## config.mk

```make
export PLATFORM = sky130hd
export DESIGN_NAME = tt_um_hoene_manchester_encoder
export DESIGN_NICKNAME = d
export VERILOG_FILES = /design/src/rtl/tt_um_hoene_manchester_encoder.sv
export SDC_FILE = /design/constraint.sdc
export NUM_CORES = 1
export LEC_CHECK = 0
export CAP_MARGIN = 20
export CORE_MARGIN = 2
export CORE_UTILIZATION = 25
export CTS_BUF_LIST = sky130_fd_sc_hd__clkbuf_4 sky130_fd_sc_hd__clkbuf_8
export CTS_CLUSTER_DIAMETER = 30
export DETAILED_ROUTE_END_ITERATION = 16
export GPL_ROUTABILITY_DRIVEN = 1
export PLACE_DENSITY = 0.41
export REMOVE_ABC_BUFFERS = 1
export SETUP_SLACK_MARGIN = 0.4
export SLEW_MARGIN = 20
export SYNTH_ARGS = -nofsm -noshare
export SYNTH_HDL_FRONTEND = slang
export SYNTH_SLANG_ARGS = --single-unit
```

## constraint.sdc

```tcl
create_clock -name clk -period 4.1 [get_ports clk]
set_input_delay 0.82 -clock clk [delete_from_list [all_inputs] [get_ports clk]]
set_output_delay 0.82 -clock clk [all_outputs]
set_load 0.005 [all_outputs]
```

## src/rtl/tt_um_hoene_manchester_encoder.sv

```systemverilog
// Retransmit stage: buffers decoded bits in a small FIFO and re-encodes them as an
// IEEE Manchester line, reusing the half-bit width measured upstream.
module tt_um_hoene_manchester_encoder #(
    parameter int   FIFO_DEPTH   = 4,
    parameter int   DEFAULT_HALF = 16,
    parameter int   MIN_HALF     = 2,
    parameter logic IDLE_LEVEL   = 1'b0
) (
    input  logic                        clk,
    input  logic                        rst,
    input  logic                        in_data,
    input  logic                        in_clk,
    input  logic [5:0]                  in_pulsewidth,
    input  logic                        in_error,
    input  logic                        swap,
    output logic                        out,
    output logic                        tx_active,
    output logic [$clog2(FIFO_DEPTH):0] fifo_count,
    output logic                        overflow
);

    localparam int AW = $clog2(FIFO_DEPTH);

    typedef enum logic [1:0] {
        IDLE,
        FIRST_HALF,
        SECOND_HALF
    } state_t;

    state_t      state_q, state_d;
    logic [5:0]  cnt_q, cnt_d;
    logic [5:0]  hw_q, hw_d;
    logic [5:0]  hwSel;
    logic        bit_q, bit_d;
    logic        out_q, out_d;
    logic        overflow_q, overflow_d;
    logic [AW:0] wrPtr_q, wrPtr_d;
    logic [AW:0] rdPtr_q, rdPtr_d;
    logic        fifoMem_q [FIFO_DEPTH];
    logic        empty, full, pop, push, headBit;

    // Pointers carry one extra wrap bit so full and empty are distinguishable.
    assign empty   = (wrPtr_q == rdPtr_q);
    assign full    = (wrPtr_q[AW] != rdPtr_q[AW]) && (wrPtr_q[AW-1:0] == rdPtr_q[AW-1:0]);
    assign headBit = fifoMem_q[rdPtr_q[AW-1:0]];

    assign hwSel = (in_pulsewidth == 6'd0)          ? 6'(DEFAULT_HALF) :
                   (in_pulsewidth < 6'(MIN_HALF))   ? 6'(MIN_HALF)     :
                                                      in_pulsewidth;

    always_comb begin
        state_d = state_q;
        cnt_d   = cnt_q;
        hw_d    = hw_q;
        bit_d   = bit_q;
        out_d   = out_q;
        pop     = 1'b0;
        case (state_q)
            IDLE: begin
                if (!empty) begin
                    pop     = 1'b1;
                    hw_d    = hwSel;
                    cnt_d   = hwSel - 6'd1;
                    bit_d   = headBit;
                    out_d   = ~headBit;
                    state_d = FIRST_HALF;
                end
            end
            FIRST_HALF: begin
                if (cnt_q == 6'd0) begin
                    state_d = SECOND_HALF;
                    cnt_d   = hw_q - 6'd1;
                    out_d   = bit_q;
                end else begin
                    cnt_d = cnt_q - 6'd1;
                end
            end
            SECOND_HALF: begin
                // The last cycle of a bit chains straight into the next queued bit.
                if (cnt_q == 6'd0) begin
                    if (!empty) begin
                        pop     = 1'b1;
                        cnt_d   = hw_q - 6'd1;
                        bit_d   = headBit;
                        out_d   = ~headBit;
                        state_d = FIRST_HALF;
                    end else begin
                        state_d = IDLE;
                        out_d   = IDLE_LEVEL;
                    end
                end else begin
                    cnt_d = cnt_q - 6'd1;
                end
            end
            default: begin
                state_d = IDLE;
                out_d   = IDLE_LEVEL;
            end
        endcase
        if (in_error) begin
            state_d = IDLE;
            cnt_d   = 6'd0;
            out_d   = IDLE_LEVEL;
            pop     = 1'b0;
        end
    end

    // A push into a full FIFO is still accepted when a pop frees a slot on the same edge.
    always_comb begin
        push       = in_clk && !in_error && (!full || pop);
        overflow_d = overflow_q | (in_clk & ~in_error & full & ~pop);
        wrPtr_d    = wrPtr_q;
        rdPtr_d    = rdPtr_q;
        if (in_error) begin
            wrPtr_d = '0;
            rdPtr_d = '0;
        end else begin
            if (push) wrPtr_d = wrPtr_q + {{AW{1'b0}}, 1'b1};
            if (pop)  rdPtr_d = rdPtr_q + {{AW{1'b0}}, 1'b1};
        end
    end

    always_ff @(posedge clk) begin
        if (rst) begin
            state_q    <= IDLE;
            cnt_q      <= 6'd0;
            hw_q       <= 6'd0;
            bit_q      <= 1'b0;
            out_q      <= IDLE_LEVEL;
            wrPtr_q    <= '0;
            rdPtr_q    <= '0;
            overflow_q <= 1'b0;
        end else begin
            state_q    <= state_d;
            cnt_q      <= cnt_d;
            hw_q       <= hw_d;
            bit_q      <= bit_d;
            out_q      <= out_d;
            wrPtr_q    <= wrPtr_d;
            rdPtr_q    <= rdPtr_d;
            overflow_q <= overflow_d;
        end
    end

    always_ff @(posedge clk) begin
        if (push && !rst) fifoMem_q[wrPtr_q[AW-1:0]] <= in_data ^ swap;
    end

    assign out        = out_q;
    assign tx_active  = (state_q != IDLE);
    assign fifo_count = wrPtr_q - rdPtr_q;
    assign overflow   = overflow_q;

endmodule

```

* Word level (Yosys, flattened, before mapping) *
Memory sizes are Yosys's and may differ from the RTL's. A register that Yosys moved wholly into a read port is not among the register bits.
Index checks and enable logic that the tools add are counted.

storage, ports and cells
  register bits = 23
  bits in latches = 0
  bits in writable memories = 4
  memory bits (read-only) = 0
  input port bits = 12
  output and inout port bits = 6
  logic and storage cells = 81
  memories = 1

operators by class
  add/sub/neg operators = 6
  multiply operators = 0
  div/mod/pow operators = 0
  magnitude comparators = 1
  equal/unequal tests = 9
  shifts and indexed selects = 0
  muxes and demuxes = 28
  bitwise gates (word level) = 9
  reduce and logical (&&, ||, !) cells = 19

memories
  memory     depth  bits a word  read ports  clocked after memory_dff  wr ports  line  RTL
  fifoMem_q  4      1            1           1                         1         39    logic fifoMem_q [FIFO_DEPTH];

operators by type and width
  kind                 number
  $mux 6               6
  $pmux 6 s3           1
  $sub 6x1->6 const B  3
  $logic_not 6->1      2
  $mux 1               12
  $mux 2               5
  $add 3x1->3 const B  2
  $lt 6x2->1 const B   1
  $ne 2x2->1 const B   3
  $pmux 2 s3           1
  $reduce_and 3->1     2
  $logic_and 1x1->1    4
  $not 1->1            4
  $pmux 1 s2           2
  $reduce_and 2->1     2
  $reduce_bool 2->1    2
  $and 1x1->1          3
  $eq 3x3->1           1
  $logic_not 1->1      3
  $ne 3x3->1 const B   1
  $pmux 1 s3           1
  $reduce_bool 3->1    1
  $sub 3x3->3          1
  $eq 2x1->1 const B   1
  8 further kinds      8

* Logic depth before layout (Yosys ltp) *
Gate-level depths: netlist (run 1).

  word-level depth = 10
  gate-level depth with buffers = 9

* Least setup slack after synthesis (run 1) *
OpenSTA, ideal clock, no wires.

  path type = input to register
  start point = in in_pulsewidth[1]
  end point = reg cnt_q[4]
  data arrival time = 2349 ps
  slack = 1666 ps
  stages = 8
  path buffers = 0
  cells stage by stage = or4_4 o21ai_2 mux2i_2 inv_1 ha_1 nor3b_1 xor2_1 a211oi_1

between the ends
  cells in the longest elaborated chain, start to end = 6
  elaborated cells between the ends (all ways) = 7
  those cells by class = 1 x add/sub; 1 x order compare; 4 x mux; 1 x reduce/logical

RTL lines
  item                    line  RTL
  start: declaration      13    input logic [5:0] in_pulsewidth,
  $lt 6x2->1              48    (in_pulsewidth < 6'(MIN_HALF)) ? 6'(MIN_HALF) :
  $mux 6                  48
  $mux 6 *                47    assign hwSel = (in_pulsewidth == 6'd0) ? 6'(DEFAULT_HALF) :
  $sub 6x1->6 *           63    cnt_d = hwSel - 6'd1;
  $mux 6 *                60    if (!empty) begin
  $pmux 6 s3 *            58    case (state_q)
  end signal: assignment  135   cnt_q <= cnt_d;
  end: declaration        31    logic [5:0] cnt_q, cnt_d;

Mark *: on every way between the ends. The rest lies on a longest branch, timed or not. The select of a mux whose other input is x is not followed.
A chain may end at the register's enable or synchronous reset.

* Worst setup path after layout (run 1) *
  start point = reg wrPtr_q[0]
  end point = out fifo_count[2]

between the ends
  cells in the longest elaborated chain, start to end = 1

RTL lines
  item                      line  RTL
  start: declaration        37    logic [AW:0] wrPtr_q, wrPtr_d;
  start signal: assignment  139   wrPtr_q <= wrPtr_d;
  $sub 3x3->3               151   assign fifo_count = wrPtr_q - rdPtr_q;
  end: declaration          18    output logic [$clog2(FIFO_DEPTH):0] fifo_count,

No other way between the ends.

==> flow_summary_export.csv, run 1 <==
group,metric,value,unit
critical_path,rr_endpoint,"cnt_q[4]",
clock_tree,numClockSinks,29,
clock_tree,ctsRootBufferMaster,"clkbuf_8",
outcome,outcome,"finished, final reports clean",
power_and_ir_drop,reported_net_switching_power,0.1887,mW
drt,initialDrtViolationCount,31,
drt,final_antenna_net_count,0,
logic_synthesis,syn-instance-count,181,
die,die_area,0.007136,mm2
critical_path,critPathArrivalTime,2.09,ns
finish,num-nets-final,226,
clock_tree,cts-htree-levels,2,
timing,finalWorstSetupSlack,1.189,ns
timing,min_period,2.911,ns
timing,clock.fmax,343.5,MHz
clock_tree,clkSlewWorstSetupHoldPaths,0.06,ns
drt,dr_total_vias,1246,
clock_tree,cts_setup_buffers,0,
global_route,global_route.usage.total,0.1088,
drt,detail_route.wirelength,3557,um
critical_path,criticalPathCategory,"flip-flop to output pin",
power_and_ir_drop,power.share.sequential,0.413,
critical_path,cpPeakStageDelay,0.53,ns
logic_synthesis,synth_edf_count,4,
drt,route.detailed.wl_per_inst,12.79,um
die,rows,29,
power_and_ir_drop,pwr-share-comb,0.160,
finish,drive_above_1_share,0.08955,
drt,number_of_iterations_in_the_first_detailed_routing_pass,4,
logic_synthesis,syn-mean-instance-area,8.945,um2
finish,synthToLayoutAreaGrowth,22.72,%
logic_synthesis,synth_area_leader_cell,"dfxtp_1",
logic_synthesis,synth-async-reset-ratio,0,
timing,worst_slew_pin_slew,0.8661,ns
run,drv.max_cap_violation_count,0,
critical_path,worst_r2r_path_depth,9,
timing,final_max_slew_viols,0,
placement,count_of_input_and_output_buffers,17,
logic_synthesis,synth-seq-area-share,0.3833,
timing,setup_viol,0,
clock_tree,postCtsHoldBufs,0,
power_and_ir_drop,power_leakage,0.7602,nW
min_path,hold_path.class,"flip-flop to flip-flop",
critical_path,r2r_setup_slack,1.68,ns
critical_path,path_cells,"inv_1 > ha_1 > fa_1 > xnor2_1 > clkdlybuf4s50_1",
critical_path,worstSetupEndpointType,"output pin",
clock_tree,cts_tree,"done",
global_route,maximum_number_of_pins_on_one_net_before_global_route_repair,17,
timing,timing.setup.tns,0,ns
logic_synthesis,syn_area,0.001619,mm2
power_and_ir_drop,post-layout-total-power,0.7445,mW
power_and_ir_drop,switching_share,0.2535,
logic_synthesis,synth_cell_type_count,37,
die,floorplan.die.width,84.48,um
die,floorplan.io_pins,18,
global_route,grt_pass1_vias,1227,
logic_synthesis,synth_ff_type,"dfxtp_1",
drt,detail_route.vias_per_cell,4.482,
critical_path,worstReg2RegStart,"state_q[1]",
placement,dp_wirelength,2764,um
die,die_ht,84.48,um
finish,num_antenna_cells,0,
logic_synthesis,ff_latch_count_synth,29,
die,starting_density_of_the_core,0.2564,
timing,finalCritPeriodShare,0.7100,
placement,place_ws,1.013,ns
clock_tree,clkLatencyLatePin,0.29,ns
die,coreArea,0.006314,mm2
critical_path,worstSetupStartpointType,"flip-flop",
timing,max_slew_headroom,0.4226,
drt,remaining_drc_errors,0,
placement,placedCellCount,270,
timing,clock_skew,0.009892,ns
finish,layout.cells.non_filler,278,
logic_synthesis,synth.top_cells.by_area,"dfxtp_1 31%, ha_1 10%, nor2_1 8.3%, edfxtp_1 7.4%, xnor2_1 3.8%",
clock_tree,cts.repair.resized,0,
power_and_ir_drop,pwrdens,374.7,mW/mm2
power_and_ir_drop,cell_internal_pwr,0.5557,mW
power_and_ir_drop,irDropWorstVdd,0.1206,mV
timing,grt_setup_unrepaired,"false",
critical_path,critical_path_required,3.28,ns
global_route,grt-ovfl-total,0,
finish,fillCellCount,680,
timing,hold_viol,0,
logic_synthesis,yosysWarnings,0,
critical_path,largest_driver_fanout_on_the_critical_path,4,
critical_path,crit_start,"wrPtr_q[0]",
logic_synthesis,ys_top_cells_by_count,"36 x nor2_1, 25 x dfxtp_1, 15 x inv_1, 13 x ha_1, 11 x a21oi_1",
logic_synthesis,synth.top_cell.area_share,0.3091,
critical_path,endpoint,"fifo_count[2]",
global_route,grt_antenna_before_repair,0,
global_route,grt_pass1_wl,5934,um
power_and_ir_drop,clkPwrFrac,0.427,
logic_synthesis,yosysMostFrequentCell,"nor2_1",
clock_tree,cts_buffer_depth,2,
placement,globalplace.congestion,0.7939,
clock_tree,cts_made_buffers,5,
critical_path,worst_path_max_delay_cell,"clkdlybuf4s50_1",
-- logic make-up after synthesis --
logic type	share of synthesized area
AND/OR/NAND/NOR	0.2048
AO/OA/AOI/OAI	0.1337
flip-flops	0.3833
buffers and inverters	0.04636
adder cells (fa/ha/maj)	0.1128
XOR/XNOR	0.05950
multiplexers	0.05950
-- how the worst min path moves through the flow --
stage | startpoint | end | slack, ns | depth (start not counted)
after floorplan | hw_q[2] | hw_q[2] | 0.43 | 2
after global placement | hw_q[5] | hw_q[5] | 0.45 | 2
after detailed placement | overflow | overflow | 0.46 | 2
after CTS | overflow | overflow | 0.47 | 2
after global routing | hw_q[5] | hw_q[5] | 0.50 | 2
final | hw_q[5] | hw_q[5] | 0.46 | 2
-- cell usage in the layout (no fill, tap or decap), drive strengths merged, types with 2 or more instances in the layout --
cell / n
inv: 15
ha: 13
a31oi: 5
nor2: 36
xnor2: 7
or2: 2
a311oi: 2
nand2: 10
edfxtp: 4
dfxtp: 25
mux2i: 7
nor2b: 2
a211oi: 6
clkdlybuf4s50: 17
nor4: 2
clkbuf: 7
xor2: 4
nor3: 5
and3: 2
and2: 5
a21oi: 12
-- flip-flops by register name (all words and copies together), names as in the netlist, named ones only --
| signal | cells |
|---|---|
| bit_q | 1 |
| state_q | 2 |
| rdPtr_q | 3 |
| hw_q | 6 |
| overflow | 1 |
| wrPtr_q | 3 |
| cnt_q | 6 |
| fifoMem_q | 4 |
| out | 1 |
-- layout make-up --
class,count,area [um2],area share
clock buffers,7,90.09,0.04534
clock inverters,1,30.03,0.01511
inverters,15,56.30,0.02834
multi-input cells,132,923.4,0.4647
flip-flops and latches,29,620.6,0.3123
well taps,77,96.34,0.04849
repair buffers,17,170.2,0.08564
-- stage by stage --
| stage | hold WS, ns | cell area, um2 | util |
|---|---|---|---|
| after floorplan | 0.4304 | 1600 | - |
| after global placement | 0.4549 | 1867 | 0.2957 |
| final | 0.4626 | 1987 | 0.3147 |
| after global routing | 0.4982 | 1987 | 0.3147 |
| after detailed placement | 0.4594 | 1867 | 0.2957 |
| after CTS | 0.4669 | 1987 | 0.3147 |
-- worst max-delay path: cells and delay by family (launching register included) --
family | cells | cell delay [ns]
XOR/XNOR | 1 | 0.19
buffers and inverters | 2 | 0.64
adder cells (fa/ha/maj) | 2 | 0.59
flip-flops | 1 | 0.39
-- power by group through the flow --
stage / sequential, mW / combinational, mW / clock (mW)
2_1_floorplan: 0.312 / 0.0795 / 0
3_3_place_gp: 0.314 / 0.121 / 0
3_5_place_dp: 0.314 / 0.119 / 0
4_1_cts: 0.307 / 0.120 / 0.325
5_1_grt: 0.309 / 0.133 / 0.341
6_report: 0.307 / 0.119 / 0.318
-- metal layers --
metal	up-vias	track usage	part of all wire	wire (um)
met5	-	0	0	0
met4	0	0.05628	0.012	43
met3	6	0.03540	0.036	129
met2	20	0.1551	0.43	1545
met1	567	0.1466	0.52	1839
li1	653	-	-	-
Note: power is estimated with default switching activity, not from simulation.
==> inputs of run 2 (changes only) <==
- PLACE_DENSITY: 0.41 -> 0.42
- clock period: 4.1 -> 2.65 ns (I/O delays scaled with it)
==> flow_summary_export.csv, run 2 (synthesis results as in run 1) <==
group,metric,value,unit
clock_tree,cts_buffer_depth,2,
timing,hold_ws,0.4661,ns
placement,dpl_cell_area,0.001934,mm2
global_route,global_route.usage.total,0.1086,
die,die_ht,84.48,um
timing,timing.setup.tns,0,ns
clock_tree,postCtsHoldBufs,0,
finish,num-nets-final,241,
timing,max_slew_headroom,0.6072,
placement,placedCellCount,279,
critical_path,cpPeakStageDelay,0.51,ns
critical_path,criticalPathCategory,"flip-flop to output pin",
critical_path,crit_start,"state_q[0]",
outcome,outcome,"finished, final reports clean",
clock_tree,clkSlewWorstSetupHoldPaths,0.06,ns
placement,dp_wirelength,2806,um
critical_path,worstSetupStartpointType,"flip-flop",
die,floorplan.die.width,84.48,um
critical_path,path_cells,"inv_1 > ha_2 > inv_1 > clkdlybuf4s50_1",
finish,postLayoutCellArea,0.002172,mm2
timing,finalCritPeriodShare,0.8197,
drt,number_of_iterations_in_the_first_detailed_routing_pass,5,
drt,remaining_drc_errors,0,
placement,count_of_input_and_output_buffers,17,
global_route,grt_pass1_vias,1226,
global_route,grt-ovfl-total,0,
critical_path,critical-path-top-cell-by-count,"inv_1",
finish,drive_above_1_share,0.2130,
finish,most-common-layout-cells,"36 x nor2_1, 24 x dfxtp_1, 14 x inv_1",
timing,grt_setup_unrepaired,"true",
die,starting_density_of_the_core,0.2564,
critical_path,worstReg2RegStart,"state_q[0]",
global_route,grt_pass1_wl,6009,um
global_route,maximum_number_of_pins_on_one_net_before_global_route_repair,17,
critical_path,largest_driver_fanout_on_the_critical_path,6,
power_and_ir_drop,power_leakage,0.8841,nW
die,floorplan.io_pins,18,
timing,setup_viol,0,
clock_tree,ctsRootBufferMaster,"clkbuf_8",
critical_path,family_with_the_most_delay_on_the_worst_path,"buffers and inverters",
min_path,hold_path.class,"flip-flop to flip-flop",
finish,layout.core_utilization,0.3440,
clock_tree,clkLatencyLatePin,0.29,ns
die,die_area,0.007136,mm2
drt,route.detailed.wl_per_inst,12.71,um
critical_path,crit_path_buf_inv_count,3,
clock_tree,cts_made_buffers,5,
drt,detail_route.vias_per_cell,4.509,
timing,hold_viol,0,
run,drv.max_cap_violation_count,0,
drt,dr_total_vias,1321,
placement,globalplace.congestion,0.7604,
finish,synthToLayoutAreaGrowth,34.16,%
clock_tree,numClockSinks,29,
critical_path,critical_path_required,2.12,ns
timing,clock_skew,0.009315,ns
die,rows,29,
global_route,grt_antenna_before_repair,0,
timing,min_period,2.172,ns
timing,clock.fmax,460.4,MHz
timing,final_max_slew_viols,0,
die,coreArea,0.006314,mm2
drt,final_antenna_net_count,0,
finish,mostFrequentLayoutCell,"nor2_1",
power_and_ir_drop,irDropWorstVdd,0.2919,mV
drt,detail_route.wirelength,3724,um
clock_tree,cts-htree-levels,2,
finish,layout.cells.non_filler,293,
finish,num_antenna_cells,0,
critical_path,worstSetupEndpointType,"output pin",
timing,worst_slew_pin_slew,0.5850,ns
power_and_ir_drop,pwrdens,535.0,mW/mm2
critical_path,critPathArrivalTime,1.64,ns
critical_path,worst_path_max_delay_cell,"clkdlybuf4s50_1",
drt,initialDrtViolationCount,39,
min_path,hold_path_startpoint,"hw_q[2]",
clock_tree,cts_tree,"done",
==> run 2: changes by cell type in the layout (fill, tap and decap cells not counted), sizes merged <==
cell and change:
buf +15, dlygate4sd2 +2, clkinv +1, clkdlybuf4s50 -6, dlymetal6s2s +3
==> run 2: cell type report <==
| class | count | area (um2) |
|---|---|---|
| fillers | 664 | 4141 |
| multi-input cells | 132 | 996.0 |
| flip-flops and latches | 29 | 621.8 |
| repair buffers | 32 | 290.3 |
| well taps | 77 | 96.34 |
| clock buffers | 6 | 76.32 |
| inverters | 15 | 56.30 |
| clock inverters | 2 | 35.03 |
==> run 2: path summary, 6_finish.rpt <==
check               to  slack (ns)  depth (start not counted)
max reg2reg   cnt_q[4]        0.48                          9
min reg2reg    hw_q[2]        0.47                          2
max          tx_active        0.48                          4
min            hw_q[2]        0.47                          2
==> run 2: through the flow <==
step / power (mW) / worst slack [ns]
3_5_place_dp: 0.6806 / -0.004860
3_3_place_gp: 0.6838 / 0.02934
6_report: 1.162 / 0.4778
5_1_grt: 1.220 / 0.3492
2_1_floorplan: 0.6049 / 0.4966
4_1_cts: 1.153 / 0.3484
==> run 2: power breakdown <==
group / leakage, nW / switching [mW] / internal (mW)
clock: 0.0586 / 0.174 / 0.289
combinational: 0.587 / 0.115 / 0.108
sequential: 0.239 / 0.0141 / 0.463
total: 0.884 / 0.303 / 0.859
==> run 2: repair_timing <==
action                     CTS  global route
pin swaps                    4             9
setup endpoints to repair    6            11
gates resized for setup      9            16
buffers inserted             2             4
gates cloned                 0             0
==> run 2: worst reg2reg max path: stages, from the launching register on <==
cell and delay [ns]:
dfxtp_1 0.40, inv_1 0.10, ha_2 0.35, inv_2 0.15
mux2i_2 0.24, inv_1 0.09, ha_1 0.20, nor3b_2 0.15
xor2_1 0.16, a211oi_1 0.23
==> run 2: metal layers <==
layer | share of wire | GRT usage | wire (um)
met3 | 0.031 | 0.02753 | 114
met5 | 0 | 0 | 0
met1 | 0.53 | 0.1577 | 1960
met2 | 0.43 | 0.1465 | 1606
met4 | 0.011 | 0.05628 | 42
==> inputs of run 3 (changes only) <==
- PLACE_DENSITY: 0.42 -> 0.41
- clock period: 2.65 -> 2.1 ns (I/O delays scaled with it)
==> flow_summary_export.csv, run 3 (synthesis results as in run 1) <==
group,metric,value,unit
clock_tree,cts-htree-levels,2,
die,floorplan.io_pins,18,
placement,place_ws,-0.4309,ns
finish,layout.cells.non_filler,321,
die,die_ht,84.48,um
timing,final_max_slew_viols,0,
drt,initialDrtViolationCount,35,
global_route,global_route.usage.total,0.1280,
clock_tree,cts_made_buffers,5,
critical_path,family_with_the_most_delay_on_the_worst_path,"simple AND/OR/NAND/NOR gates",
finish,most-common-layout-cells,"35 x nor2_1, 32 x buf_4, 18 x dfxtp_1",
power_and_ir_drop,cell_internal_pwr,1.156,mW
run,drv.max_cap_violation_count,0,
timing,finalCritPeriodShare,0.9425,
power_and_ir_drop,pwrdens,625.8,mW/mm2
drt,dr_total_vias,1420,
timing,min_period,1.979,ns
timing,setup_viol,0,
critical_path,worstSetupEndpointType,"flip-flop",
drt,detail_route.wirelength,4216,um
finish,mostFrequentLayoutCell,"nor2_1",
timing,max_slew_headroom,0.7433,
timing,clock_skew,0.006277,ns
die,floorplan.die.width,84.48,um
global_route,grt_pass1_vias,1423,
critical_path,worst_path_max_delay_cell,"or4_4",
min_path,hold_depth,2,
timing,hold_ws,0.4566,ns
min_path,hold_path.class,"flip-flop to flip-flop",
placement,dpl_cell_area,0.002069,mm2
drt,number_of_iterations_in_the_first_detailed_routing_pass,4,
timing,hold_viol,0,
global_route,grt_pass1_wl,7058,um
placement,placedCellCount,297,
clock_tree,cts_tree,"done",
critical_path,worstReg2RegStart,"cnt_q[0]",
critical_path,critPathArrivalTime,2.19,ns
critical_path,critical_path_required,2.31,ns
drt,final_antenna_net_count,0,
placement,globalplace.congestion,0.7944,
power_and_ir_drop,power.share.sequential,0.379,
die,coreArea,0.006314,mm2
power_and_ir_drop,switching_share,0.2707,
finish,postLayoutCellArea,0.002532,mm2
clock_tree,numClockSinks,29,
critical_path,critical-path-top-cell-by-count,"buf_6",
finish,num_antenna_cells,0,
die,starting_density_of_the_core,0.2564,
critical_path,cpPeakStageDelay,0.55,ns
global_route,maximum_number_of_pins_on_one_net_before_global_route_repair,17,
clock_tree,cts_buffer_depth,2,
critical_path,path_cells,"buf_6 > or4_4 > o21ai_4 > mux2i_2 > buf_4 > buf_6 > nor4_4 > xnor2_1 > a211oi_2",
critical_path,worstSetupStartpointType,"primary input",
finish,drive_above_1_share,0.4262,
critical_path,rr_endpoint,"cnt_q[4]",
power_and_ir_drop,irDropWorstVdd,0.2185,mV
die,rows,29,
drt,remaining_drc_errors,0,
clock_tree,clkLatencyLatePin,0.29,ns
power_and_ir_drop,clkPwrFrac,0.374,
critical_path,r2r_setup_slack,0.14,ns
outcome,outcome,"finished, final reports clean",
clock_tree,postCtsHoldBufs,0,
finish,num-nets-final,269,
global_route,grt-ovfl-total,0,
die,die_area,0.007136,mm2
timing,grt_setup_unrepaired,"true",
critical_path,criticalPathCategory,"primary input to flip-flop",
critical_path,crit_start,"in_pulsewidth[1]",
power_and_ir_drop,pwr-share-comb,0.247,
placement,count_of_input_and_output_buffers,17,
min_path,hold-path-endpoint,"hw_q[5]",
power_and_ir_drop,power_leakage,1.040,nW
finish,synthToLayoutAreaGrowth,56.41,%
timing,worst_slew_pin_slew,0.3850,ns
clock_tree,clkSlewWorstSetupHoldPaths,0.06,ns
drt,route.detailed.wl_per_inst,13.13,um
global_route,grt_antenna_before_repair,0,
drt,detail_route.vias_per_cell,4.424,
power_and_ir_drop,reported_net_switching_power,0.4290,mW
critical_path,worst_r2r_path_depth,8,
timing,clock.fmax,505.3,MHz
placement,dp_wirelength,2933,um
min_path,hold_path_startpoint,"hw_q[5]",
critical_path,largest_driver_fanout_on_the_critical_path,2,
clock_tree,ctsRootBufferMaster,"clkbuf_8",
timing,finalWorstSetupSlack,0.1208,ns
critical_path,crit_path_buf_inv_count,3,
==> run 3: cell count changes in the layout (fill, tap and decap cells not counted), sizes merged <==
| cell | delta |
|---|---|
| buf | +34 |
| dlymetal6s2s | -3 |
| clkdlybuf4s50 | -2 |
| clkbuf | -1 |
==> run 3: metrics by stage <==
step           power [mW]   TNS, ns    util
2_1_floorplan      0.7634  -0.01530       -
5_1_grt             1.669         0  0.4011
3_3_place_gp       0.8970    -1.530  0.3278
4_1_cts             1.568         0  0.3833
3_5_place_dp       0.8933    -1.654  0.3278
6_report            1.585         0  0.4011
==> run 3: repair_timing <==
item,4_1_cts,5_1_grt
endpoints found under the hold margin,0,0
cloned,1,0
buffers inserted,8,7
pin swaps,29,13
endpoints found under the setup margin,28,26
resized for setup,76,14
==> run 3: worst min-delay path, cell delays in order, from the launching register on <==
cell and delay (ns):
dfxtp_1 0.31, nand2_1 0.05, a21oi_1 0.05
==> run 3: how the worst max path moves through the flow <==
stage          slack, ns  cells past startpoint       endpoint
6_report            0.12                      9       cnt_q[5]
2_1_floorplan      -0.02                      9       cnt_q[4]
3_5_place_dp       -0.43                      9       cnt_q[4]
3_3_place_gp       -0.40                      9       cnt_q[4]
5_1_grt             0.02                      8       cnt_q[4]
4_1_cts             0.17                      5  fifo_count[1]
==> run 3: area by class of cell <==
type	count	area (um2)
repair buffers	60	526.8
fillers	635	3781
clock buffers	6	76.32
well taps	77	96.34
inverters	15	56.30
multi-input cells	132	1114
flip-flops and latches	29	629.4
clock inverters	2	33.78
==> run 3: per-layer routing <==
metal  vias up  global-route usage  wire (um)
met2        20              0.1999       1914
met1       652              0.1683       2083
li1        742                   -          -
met4         0             0.07071        100
met5         -                   0          0
met3         6             0.02163        117
==> run 3: power groups by stage <==
stage,Sequential (mW),Combinational (mW),Clock [mW]
finish,0.601,0.391,0.593
global placement,0.611,0.287,0
CTS,0.600,0.366,0.603
floorplan,0.608,0.155,0
detailed placement,0.610,0.283,0
global route,0.603,0.425,0.641
